$ cat src/rtl/spi_cmd_pkg.sv
// spi_cmd_pkg: shared opcodes, command/status field positions and FSM states
// for spi_cmd_exec. No ports; imported with import spi_cmd_pkg::*.
package spi_cmd_pkg;

    localparam logic [7:0] OP_NOP   = 8'h00;
    localparam logic [7:0] OP_WRITE = 8'h01;
    localparam logic [7:0] OP_READ  = 8'h02;
    localparam logic [7:0] OP_FILL  = 8'h03;
    localparam logic [7:0] OP_CHECK = 8'h04;

    localparam int TAG_HI  = 63;
    localparam int TAG_LO  = 56;
    localparam int OP_HI   = 55;
    localparam int OP_LO   = 48;
    localparam int ADDR_HI = 47;
    localparam int ADDR_LO = 24;
    localparam int CNT_HI  = 23;
    localparam int CNT_LO  = 16;
    localparam int WD_HI   = 15;
    localparam int WD_LO   = 0;

    localparam int ST_TAG_HI = 63;
    localparam int ST_TAG_LO = 56;
    localparam int ST_BUSY   = 55;
    localparam int ST_TMO    = 54;
    localparam int ST_ERR_HI = 47;
    localparam int ST_ERR_LO = 32;
    localparam int ST_OP_HI  = 23;
    localparam int ST_OP_LO  = 16;
    localparam int ST_RD_HI  = 15;
    localparam int ST_RD_LO  = 0;

    typedef enum logic [1:0] {
        S_IDLE,
        S_ISSUE,
        S_WAIT,
        S_DONE
    } state_t;

    function automatic logic is_mem_op(input logic [7:0] op);
        return (op == OP_WRITE) || (op == OP_READ) ||
               (op == OP_FILL)  || (op == OP_CHECK);
    endfunction

    function automatic logic is_burst(input logic [7:0] op);
        return (op == OP_FILL) || (op == OP_CHECK);
    endfunction

endpackage

$ cat src/rtl/spi_cmd_exec.sv
// spi_cmd_exec: runs tagged commands from the SPI peek word as memory
// word transfers and reports a registered status word.
// Ports: clk, rst (sync, active high), cmd_word in, status_word out,
//   mem_req/mem_we/mem_addr/mem_wdata out, mem_ack/mem_rdata in.
// Option: define SPI_CMD_EXEC_TIMEOUT_EN for a 1024-cycle WAIT timeout.
module spi_cmd_exec
    import spi_cmd_pkg::*;
#(
    parameter int CMD_BITS  = 64,
    parameter int ADDR_BITS = 24
) (
    input  logic                 clk,
    input  logic                 rst,
    input  logic [CMD_BITS-1:0]  cmd_word,
    output logic [CMD_BITS-1:0]  status_word,
    output logic                 mem_req,
    output logic                 mem_we,
    output logic [ADDR_BITS-1:0] mem_addr,
    output logic [15:0]          mem_wdata,
    input  logic                 mem_ack,
    input  logic [15:0]          mem_rdata
);

    state_t state, state_n;

    logic [7:0]           cmd_tag;
    logic [7:0]           cmd_op;
    logic [7:0]           cmd_cnt;
    logic [ADDR_BITS-1:0] cmd_addr;
    logic [15:0]          cmd_wd;

    logic [7:0]           tag_q;
    logic [7:0]           op_q;
    logic [7:0]           cnt_q;
    logic [7:0]           idx_q;
    logic [7:0]           last_tag;
    logic [ADDR_BITS-1:0] addr_q;
    logic [15:0]          pat_q;
    logic [15:0]          err_cnt;
    logic [15:0]          rd_data;
    logic                 tmo_flag;
    logic                 tmo_hit;

    logic                 accept;
    logic                 ack_ok;
    logic                 last_word;

    logic [7:0]           st_tag;
    logic [7:0]           st_op;
    logic                 st_busy;
    logic                 st_tmo;
    logic [15:0]          st_err;
    logic [15:0]          st_rd;

    assign cmd_tag  = cmd_word[TAG_HI:TAG_LO];
    assign cmd_op   = cmd_word[OP_HI:OP_LO];
    assign cmd_addr = ADDR_BITS'(cmd_word[ADDR_HI:ADDR_LO]);
    assign cmd_cnt  = cmd_word[CNT_HI:CNT_LO];
    assign cmd_wd   = cmd_word[WD_HI:WD_LO];

    // Only a fresh, nonzero tag seen while idle starts a command; tag
    // edits while busy are simply not looked at.
    assign accept = (state == S_IDLE) && (cmd_tag != 8'h00) &&
                    (cmd_tag != last_tag);

    assign ack_ok    = (state == S_WAIT) && mem_req && mem_ack;
    assign last_word = is_burst(op_q) ? (idx_q == cnt_q) : 1'b1;

`ifdef SPI_CMD_EXEC_TIMEOUT_EN
    logic [9:0] tmo_cnt;

    always_ff @(posedge clk) begin
        if (rst) begin
            tmo_cnt <= '0;
        end else if (state == S_WAIT) begin
            tmo_cnt <= tmo_cnt + 10'd1;
        end else begin
            tmo_cnt <= '0;
        end
    end

    assign tmo_hit = (state == S_WAIT) && !mem_ack &&
                     (tmo_cnt == 10'h3FF);
`else
    assign tmo_hit = 1'b0;
`endif

    always_ff @(posedge clk) begin
        if (rst) begin
            state <= S_IDLE;
        end else begin
            state <= state_n;
        end
    end

    always_comb begin
        state_n = state;
        unique case (state)
            S_IDLE: begin
                if (accept) begin
                    state_n = is_mem_op(cmd_op) ? S_ISSUE : S_DONE;
                end
            end
            S_ISSUE: state_n = S_WAIT;
            S_WAIT: begin
                if (ack_ok) begin
                    state_n = last_word ? S_DONE : S_ISSUE;
                end else if (tmo_hit) begin
                    state_n = S_DONE;
                end
            end
            S_DONE:  state_n = S_IDLE;
            default: state_n = S_IDLE;
        endcase
    end

    always_ff @(posedge clk) begin
        if (rst) begin
            tag_q     <= '0;
            op_q      <= '0;
            cnt_q     <= '0;
            idx_q     <= '0;
            addr_q    <= '0;
            pat_q     <= '0;
            last_tag  <= '0;
            err_cnt   <= '0;
            rd_data   <= '0;
            tmo_flag  <= 1'b0;
            mem_req   <= 1'b0;
            mem_we    <= 1'b0;
            mem_addr  <= '0;
            mem_wdata <= '0;
            st_tag    <= '0;
            st_op     <= '0;
            st_busy   <= 1'b0;
            st_tmo    <= 1'b0;
            st_err    <= '0;
            st_rd     <= '0;
        end else begin
            if (accept) begin
                tag_q    <= cmd_tag;
                op_q     <= cmd_op;
                cnt_q    <= cmd_cnt;
                addr_q   <= cmd_addr;
                pat_q    <= cmd_wd;
                idx_q    <= '0;
                tmo_flag <= 1'b0;
                if (cmd_op == OP_CHECK) begin
                    err_cnt <= '0;
                end
            end

            // mem_wdata carries the running pattern on reads too, so
            // CHECK compares against the word it is waiting on.
            if (state == S_ISSUE) begin
                mem_req   <= 1'b1;
                mem_we    <= (op_q == OP_WRITE) || (op_q == OP_FILL);
                mem_addr  <= addr_q;
                mem_wdata <= pat_q;
            end

            if (ack_ok) begin
                mem_req <= 1'b0;
                idx_q   <= idx_q + 8'd1;
                addr_q  <= addr_q + ADDR_BITS'(1);
                pat_q   <= pat_q + 16'd1;
                if (!mem_we) begin
                    rd_data <= mem_rdata;
                end
                if ((op_q == OP_CHECK) && (mem_rdata != mem_wdata) &&
                    (err_cnt != 16'hFFFF)) begin
                    err_cnt <= err_cnt + 16'd1;
                end
            end

            if (tmo_hit) begin
                mem_req  <= 1'b0;
                tmo_flag <= 1'b1;
            end

            if (state == S_DONE) begin
                last_tag <= tag_q;
                st_tag   <= tag_q;
                st_op    <= op_q;
                st_tmo   <= tmo_flag;
                st_err   <= err_cnt;
                st_rd    <= rd_data;
            end

            st_busy <= (state_n != S_IDLE);
        end
    end

    always_comb begin
        status_word = '0;
        status_word[ST_TAG_HI:ST_TAG_LO] = st_tag;
        status_word[ST_BUSY]             = st_busy;
        status_word[ST_TMO]              = st_tmo;
        status_word[ST_ERR_HI:ST_ERR_LO] = st_err;
        status_word[ST_OP_HI:ST_OP_LO]   = st_op;
        status_word[ST_RD_HI:ST_RD_LO]   = st_rd;
    end

endmodule

$ cat config.mk
export PLATFORM = sky130hd
export DESIGN_NAME = spi_cmd_exec
export DESIGN_NICKNAME = d
export VERILOG_FILES = /design/src/rtl/spi_cmd_pkg.sv /design/src/rtl/spi_cmd_exec.sv
export SDC_FILE = /design/constraint.sdc
export NUM_CORES = 1
export LEC_CHECK = 0
export BUFFER_PORTS_ARGS = -buffer_cell sky130_fd_sc_hd__buf_4
export CAP_MARGIN = 20
export CORE_MARGIN = 1
export CORE_UTILIZATION = 58
export CTS_CLUSTER_DIAMETER = 80
export DETAILED_ROUTE_END_ITERATION = 7
export PLACE_DENSITY = 0.85
export SLEW_MARGIN = 20
export SYNTH_ARGS = -nofsm -noshare
export SYNTH_HDL_FRONTEND = slang
export SYNTH_SLANG_ARGS = --single-unit
$ cat constraint.sdc
create_clock -name clk -period 3.7 [get_ports clk]
set_clock_uncertainty 0.05 [all_clocks]
set_input_delay 0.37 -clock clk [delete_from_list [all_inputs] [get_ports clk]]
set_output_delay 0.37 -clock clk [all_outputs]
set_load 0.01 [all_outputs]
After elaboration in Yosys (flattened, before gate mapping)
Cells that the tools add are included.
{ "word_totals": {"regBits": 197, "input_bits": 83, "wordCells": 70} }
{ "op_classes": {"add_sub_neg": 4, "n_eq_ne": 14, "muxes": 16, "bitwise_logic": 1, "n_reduce_logical": 17} }
{ "ops": {"columns": ["operator", "count"], "rows": [
  ["$mux 16", 6],
  ["$mux 24", 2],
  ["$add 16x1->16 const B", 2],
  ["$add 24x1->24 const B", 1],
  ["$eq 8x2->1 const B", 3],
  ["$eq 8x1->1 const B", 2],
  ["$eq 8x3->1 const B", 2],
  ["$mux 8", 2],
  ["$ne 16x16->1", 1],
  ["$ne 16x16->1 const B", 1],
  ["$add 8x1->8 const B", 1],
  ["$eq 8x8->1", 1],
  ["$mux 2", 4],
  ["$ne 8x8->1", 1],
  ["$pmux 2 s4", 1],
  ["$reduce_bool 8->1", 1],
  ["$logic_and 1x1->1", 6],
  ["$logic_or 1x1->1", 5],
  ["$eq 2x2->1 const B", 2],
  ["$reduce_bool 2->1", 2],
  ["$eq 2x1->1 const B", 1],
  ["$logic_not 2->1", 1],
  ["$reduce_and 2->1", 1],
  ["$reduce_or 2->1", 1],
  ["2 further kinds", 2]
]} }

Longest topological paths before layout
Gate-level depths: netlist (run 1).
{ "logic_depth": {"word_depth": 8, "depth_mapped": 8, "mapped_depth_nobuf": 7} }

Least setup slack after synthesis (run 1)
Ideal clock, no wire load.
{ "synth_timing": {"kind": "register -> register", "from": "register op_q[3]", "to": "register err_cnt[12]", "t_arrival_ns": 2.148, "t_required_ns": 3.576, "path_slack_ns": 1.428, "path_stages_with_launch": 6, "n_path_buf": 0, "synth_period_minus_slack_ns": 2.272, "cell_sequence": "dfxtp_1 > or4_4 > or4_1 > or3_1 > or4_1 > o21ai_0"} }
{ "synth_between": {"elab_chain_len": 5} }
{ "synth_rtl": {"columns": ["item", "line", "rtl"], "rows": [
  ["from (decl)", "spi_cmd_exec.sv:33", "logic [7:0] op_q;"],
  ["from (signal assigned)", "spi_cmd_exec.sv:142", "op_q <= cmd_op;"],
  ["$eq 8x3->1", "spi_cmd_exec.sv:170", "if ((op_q == OP_CHECK) && (mem_rdata != mem_wdata) &&"],
  ["$logic_and 1x1->1 (2 in a row)", "spi_cmd_exec.sv:170", null],
  ["$mux 16", "spi_cmd_exec.sv:170", null],
  ["$mux 16", "spi_cmd_exec.sv:162", "if (ack_ok) begin"],
  ["to (signal assigned)", "spi_cmd_exec.sv:172", "err_cnt <= err_cnt + 16'd1;"],
  ["to (decl)", "spi_cmd_exec.sv:39", "logic [15:0] err_cnt;"]
]} }
Every way passes these cells.
A chain may end at the register's enable or synchronous reset.

==> reports/metrics.yaml, run 1 <==
status: "finished clean"
setup_viol: 0
r2r_start: "st_tag[4]$_SDFFE_PP0N_"
cts_buffers: 17
syn_avg_cell_area_sq_um: 7.64
slowest_delay_ns: 0.60
grt_pass1_wl_microns: 33800
htreeDepth: 4
cts_tree: "yes"
antenna_found_initial: 0
clkSlewWorstSetupHoldPaths_ns: 0.07
place.gp.congestion: 0.903
clkLatencyLatePin_ns: 0.44
min_from: "cmd_word[20]"
synth_most_common_cell: "nand2_1"
synth_top_area_share_pct: 46.8
io_buffers: 173
placed_cell_area_sq_um: 9700
post_cts_buffers: 0
core_area_sq_um: 14000
synth_ff_type: "dfxtp_1"
design_area_sq_um: 10300
crit_chain: "xor2_1 -> nor4_1 -> a21o_2 -> buf_12 -> o22ai_2 -> a21boi_0 -> o21ai_0"
holdWs_ns: 0.129
fin_total_pwr_mw: 5.22
cpMaxStageDelayCell: "nor4_1"
r2r-end: "err_cnt[12]$_SDFF_PP0_"
layout-drive-gt1-share_pct: 18.1
synth-edff-count: 0
hold_buffers: 0
period_needed_ns: 2.66
min_to: "cnt_q[4]$_SDFFE_PP0N_"
netlist_top_cells_count: "309 x nand2_1, 197 x dfxtp_1, 171 x a21oi_1"
ctsLongestPathBuffers: 2
setup_tns_ns: 0
finalNonFillerCells: 1423
cp.arrival_ns: 2.96
comb_power_share_pct: 17.9
antenna_cells: 0
cts_resized: 0
rrSetupSlack_ns: 1.04
postLayoutSetupSlackWorst_ns: 1.04
synthCells: 1102
power_density_nw_per_um2: 507
hold_class: "in -> reg"
die_width_microns: 123
grt_max_degree: 128
p_seq_share_pct: 47.8
pin_count: 189
internal_power_mw: 3.61
hold_viol_final: 0
min_path_cells: 3
die_h_microns: 123
critPathLaunchType: "register"
syn-cell-area_sq_um: 8420
dp_cells: 1390
ant_nets: 0
synth_top_area_cell: "dfxtp_1"
ys_seq_elements: 197
synth.area.top_cells: "dfxtp_1 47%, nand2_1 14%, a21oi_1 10%"
viasPerCell: 5.67
dieArea_sq_um: 15000
critical_path.top_delay_family: "compound AO/OA/AOI/OAI gates"
tightest_slew_ns: 0.939
cts_root_buf: "clkbuf_16"
drt-initial-drc-count: 612
first_pass_iters: 5
critical_path_buf_inv_count: 1
p_leak_nw: 3.88
initial_utilization_pct: 60.0
cap_violations: 0
synth_cell_type_count: 54
yosys_warnings: 0
drv_slew: 0
wl_microns: 21200
max-slew-margin-rel_pct: 37.3
cp_max_fo: 53
rsz0062_at_grt: "false"
syn2layout_area_growth_pct: 22.1
crit_type: "reg -> reg"
grt-ovfl-total: 0
p_clk_share_pct: 34.4
endpoint_kind: "register"
power.net_switching_mw: 1.61
reg2regPathDepth: 7
wl_per_cell_microns: 14.9
drcViolationCount: 0
post-place-ws_ns: 0.888
nNetsFinal: 1317
vias: 8068
finish.utilization_pct: 73.2
sw_frac_of_total_pct: 30.9
required_ns: 4.00
synthArstFlopShare_pct: 0
ys_seq_area_share_pct: 46.8
fmax_mhz: 376
rows: 43
grt_usage_pct: 28.4
dpl.hpwl_microns: 14200
grt_pass1_vias: 7199
clock-sinks: 197
ir_worst_vdd_v: 0.000356
min_period_over_period_pct: 71.8
-- worst min-delay path: cells and delay by family --
family / cells / cell delay, ns
AND/OR/NAND/NOR: 1 / 0.04
AO/OA/AOI/OAI: 1 / 0.05
buffers and inverters: 1 / 0.11
-- cell type report --
cell class                 count  area (sq um)
clock buffer                  17           425
clock inverter                15           144
timing repair buffer         182          1380
inverter                       2          7.51
multi-input combinational    830          4150
fill                        1130          3760
tap                          180           225
sequential                   197          3940
-- layer usage --
| layer | track usage [%] | part of all wire, % | wire (microns) | vias up |
|---|---|---|---|---|
| met5 | 0 | 0 | 0 | - |
| met4 | 10.4 | 2.4 | 508 | 0 |
| met3 | 5.81 | 6.1 | 1300 | 40 |
| met2 | 46.5 | 48 | 10100 | 293 |
| met1 | 36.8 | 44 | 9220 | 3733 |
| li1 | - | - | - | 4002 |
-- worst max-delay path by stage --
stage,startpoint,end,slack [ns],depth (start not counted)
after floorplan,op_q[3]$_SDFFE_PP0N_,err_cnt[12]$_SDFF_PP0_,1.43,5
after global placement,cmd_word[60],err_cnt[15]$_SDFF_PP0_,0.98,8
after detailed placement,cmd_word[60],err_cnt[12]$_SDFF_PP0_,0.89,8
after CTS,st_tag[4]$_SDFFE_PP0N_,err_cnt[12]$_SDFF_PP0_,1.03,7
after global routing,st_tag[3]$_SDFFE_PP0N_,err_cnt[12]$_SDFF_PP0_,0.82,7
final,st_tag[4]$_SDFFE_PP0N_,err_cnt[12]$_SDFF_PP0_,1.04,7
-- cells in the final DEF (no fill, tap or decap), drive strengths merged, types with 3 or more instances in the layout --
master	instances
ha	4
dfxtp	197
a2111oi	3
and3	9
nor3	17
buf	182
a22oi	3
and2	5
inv	8
a2bb2oi	6
a31oi	11
or2	3
xor2	11
or3	4
clkinvlp	4
clkinv	4
xnor2	26
o21ai	38
conb	15
o211ai	4
and4	5
nand2	309
nor2	67
a211oi	5
nand3b	3
a21oi	171
nand3	41
nand4	21
or4	4
nor3b	5
clkbuf	17
nor4	10
a311oi	5
-- sequential cells by signal, indices dropped and copies added, names as in the netlist, 16 cells and up --
name / flops
err_cnt: 16
rd_data: 16
addr_q: 24
mem_wdata: 16
st_rd: 16
st_err: 16
mem_addr: 24
pat_q: 16
-- power groups by stage --
stage | combinational (mW) | sequential (mW) | clock [mW]
3_3_place_gp | 0.915 | 2.53 | 0
6_report | 0.933 | 2.49 | 1.79
5_1_grt | 1.04 | 2.51 | 1.90
3_5_place_dp | 0.932 | 2.53 | 0
2_1_floorplan | 0.635 | 2.49 | 0
4_1_cts | 0.936 | 2.49 | 1.81
-- cell families (layout without fill, tap and decap cells) --
kind of cell | count (synthesis) | count (layout) | synth area share [%]
compound gates | 260 | 260 | 17.1
other cells | 1 | 15 | 0.0445
fa+ha+maj | 4 | 4 | 0.594
buf+inv | 89 | 216 | 4.74
simple gates | 513 | 513 | 26.7
mux | 1 | 1 | 0.134
flops | 197 | 197 | 46.8
xor+xnor | 37 | 37 | 3.85
No activity file was read; power rests on OpenSTA's default activity.
==> run 2: changes to the inputs <==
Settings changed: CORE_UTILIZATION 58 to 49, PLACE_DENSITY 0.85 to 0.76.
Clock period 3.7 ns to 2.2 ns, I/O delays scaled along.
==> run 2 against run 1 <==
Effect of this change: the flow now finishes with violations (setup timing); critical path depth decreased by 2; maximum frequency increased by 18%; clock power increased by 68%; clock-buffer cell count increased by 2; combinational power increased by 110%; global-route usage decreased by 2.7 points; non-clock buffer count increased by 92; die area increased by 18%; flip-flop and latch count unchanged; critical endpoint is now err_cnt[15]$_SDFF_PP0_; largest power group unchanged.
==> reports/metrics.yaml, run 2 (synthesized netlist as in run 1, its figures left out) <==
grt_max_degree: 156  # +22%
internal_power_mw: 6.29  # +74%
violations: "setup timing"
nNetsFinal: 1409  # +7.0%
postLayoutSetupSlackWorst_ns: -0.0539  # -1.10 ns
hold_viol_final: 0  # unchanged
clkLatencyLatePin_ns: 0.44  # about the same
drt-initial-drc-count: 570  # -6.9%
pin_count: 189  # unchanged
die_width_microns: 133  # +8.7%
clkSlewWorstSetupHoldPaths_ns: 0.08  # about the same
critical_path_buf_inv_count: 0  # -1
core_area_sq_um: 16700  # +19%
r2r-end: "err_cnt[15]$_SDFF_PP0_"
grt_usage_pct: 25.7  # -2.7 points
p_leak_nw: 4.35  # +12%
min_path_cells: 3  # unchanged
cts_tree: "yes"
drcViolationCount: 0  # unchanged
rows: 47  # +9.3%
power.net_switching_mw: 2.83  # +76%
layout_commonest_cell: "nand2_1"
power_density_nw_per_um2: 809  # +60%
ir_worst_vdd_v: 0.000580  # +63%
die_h_microns: 133  # +8.7%
cts_buffers: 17  # unchanged
cp.arrival_ns: 2.58  # -0.38 ns
antenna_found_initial: 1  # +1
rrSetupSlack_ns: -0.05  # -1.10 ns
io_buffers: 173  # unchanged
p_clk_share_pct: 32.9  # -1.5 points
sw_frac_of_total_pct: 31.1  # +0.19 points
wl_per_cell_microns: 14.7  # -1.2%
fill_cells: 1432  # +27%
htreeDepth: 4  # unchanged
setup_viol: 3  # +3
crit_type: "reg -> reg"
dieArea_sq_um: 17700  # +18%
initial_utilization_pct: 50.4  # -9.5 points
max-slew-margin-rel_pct: 49.8  # +12 points
cap_violations: 0  # unchanged
min_from: "cmd_word[9]"
crit_path_start: "op_q[3]$_SDFFE_PP0N_"
wl_microns: 22900  # +8.1%
grt_pass1_vias: 7535  # +4.7%
r2r_start: "op_q[3]$_SDFFE_PP0N_"
place.gp.congestion: 0.813  # -9.9%
critPathLaunchType: "register"
slowest_delay_ns: 0.53  # -0.07 ns
cts_root_buf: "clkbuf_16"
hold_class: "in -> reg"
cpMaxStageDelayCell: "or4_4"
final_cell_mix: "309 x nand2_1, 221 x buf_4, 193 x dfxtp_1, 170 x a21oi_1, 65 x nor2_1"
min_to: "pat_q[9]$_SDFFE_PP0P_"
ant_nets: 0  # unchanged
dpl.hpwl_microns: 15200  # +7.4%
cp_max_fo: 3  # -94%
vias: 8450  # +4.7%
rsz0062_at_grt: "true"
reg2regPathDepth: 5  # -2
crit_chain: "or4_4 -> or4_4 -> or3_4 -> or4_1 -> o21ai_1"
holdWs_ns: 0.0117  # -0.117 ns
fmax_mhz: 444  # +18%
ctsLongestPathBuffers: 2  # unchanged
tightest_slew_ns: 0.754  # -0.185 ns
grt-ovfl-total: 0  # unchanged
min_period_over_period_pct: 102  # +31 points
endpoint_kind: "register"
viasPerCell: 5.43  # -4.2%
setup_tns_ns: -0.113  # -0.113 ns
layout-drive-gt1-share_pct: 21.8  # +3.7 points
period_needed_ns: 2.25  # -0.403 ns
top_regs: "addr_q (24), mem_addr (24)"
comb_power_share_pct: 21.7  # +3.8 points
first_pass_iters: 6  # +1
cp_common_cell: "or4_4"
clock-sinks: 197  # unchanged
drv_slew: 0  # unchanged
grt_pass1_wl_microns: 36900  # +9.2%
syn2layout_area_growth_pct: 33.8
status: "finished with violations"
required_ns: 2.52  # -1.48 ns
p_seq_share_pct: 45.4  # -2.4 points
critical_path.top_delay_family: "simple AND/OR/NAND/NOR gates"
## run 2: cell types whose count changed in the layout (fill, tap and decap cells not counted), moves of 4 or more
cell	previous run	this run
o21ai_2	0	5
buf_12	1	5
dfxtp_1	197	193
dfxtp_2	0	4
buf_4	180	221
o21ai_0	37	30
dlygate4sd3_1	0	45
## run 2: power groups by stage
stage	sequential, mW	combinational, mW	clock, mW
finish	4.14	1.98	3.00
floorplan	4.19	1.08	0
detailed placement	4.21	1.83	0
global route	4.18	2.18	3.21
CTS	4.13	1.91	3.05
global placement	4.20	1.82	0
## run 2: routing by layer
| layer | global-route usage (%) | share of wire [%] |
|---|---|---|
| met5 | 0 | 0 |
| met4 | 10.8 | 2.4 |
| met3 | 4.91 | 5.8 |
| met2 | 42.6 | 49 |
| met1 | 32.9 | 43 |
## run 2: worst max path at each step
stage                              to  depth (start not counted)
2_1_floorplan  err_cnt[12]$_SDFF_PP0_                          6
3_3_place_gp   err_cnt[15]$_SDFF_PP0_                          6
3_5_place_dp   err_cnt[12]$_SDFF_PP0_                          6
4_1_cts        err_cnt[15]$_SDFF_PP0_                          5
5_1_grt        err_cnt[12]$_SDFF_PP0_                          5
6_report       err_cnt[15]$_SDFF_PP0_                          5
## run 2: layout make-up
| class | instances | area, sq um | area share (%) |
|---|---|---|---|
| Sequential cell | 197 | 3950 | 35.0 |
| Tap cell | 220 | 275 | 2.44 |
| Clock inverter | 13 | 114 | 1.01 |
| Timing Repair Buffer | 274 | 2240 | 19.9 |
| Multi-Input combinational cell | 830 | 4230 | 37.5 |
| Antenna cell | 1 | 2.50 | 0.0222 |
| Clock buffer | 19 | 453 | 4.02 |
| Inverter | 2 | 7.51 | 0.0666 |
## run 2: tightest hold or removal path: stages
cell	delay [ns]
buf_4	0.07
a21oi_1	0.05
a21oi_1	0.12
## run 2: through the flow
step                std cells  instance area, sq um  total power [mW]  utilization (%)  setup slack (ns)
floorplan                1116                  8490              5.27                -          0.000811
global placement         1473                 10100              6.02             60.5            -0.174
detailed placement       1473                 10100              6.05             60.5            -0.195
CTS                      1551                 11200              9.09             66.9           -0.0459
global route             1556                 11300              9.57             67.5            -0.111
finish                   1556                 11300              9.12             67.5           -0.0539
## run 2: timing repair
action                     CTS  global route
setup endpoints to repair   16            54
setup buffers                1             3
hold endpoints to repair    45             0
hold buffers                45             0
resized for setup            6            21
pin swaps                    2             8
cloned                       0             1
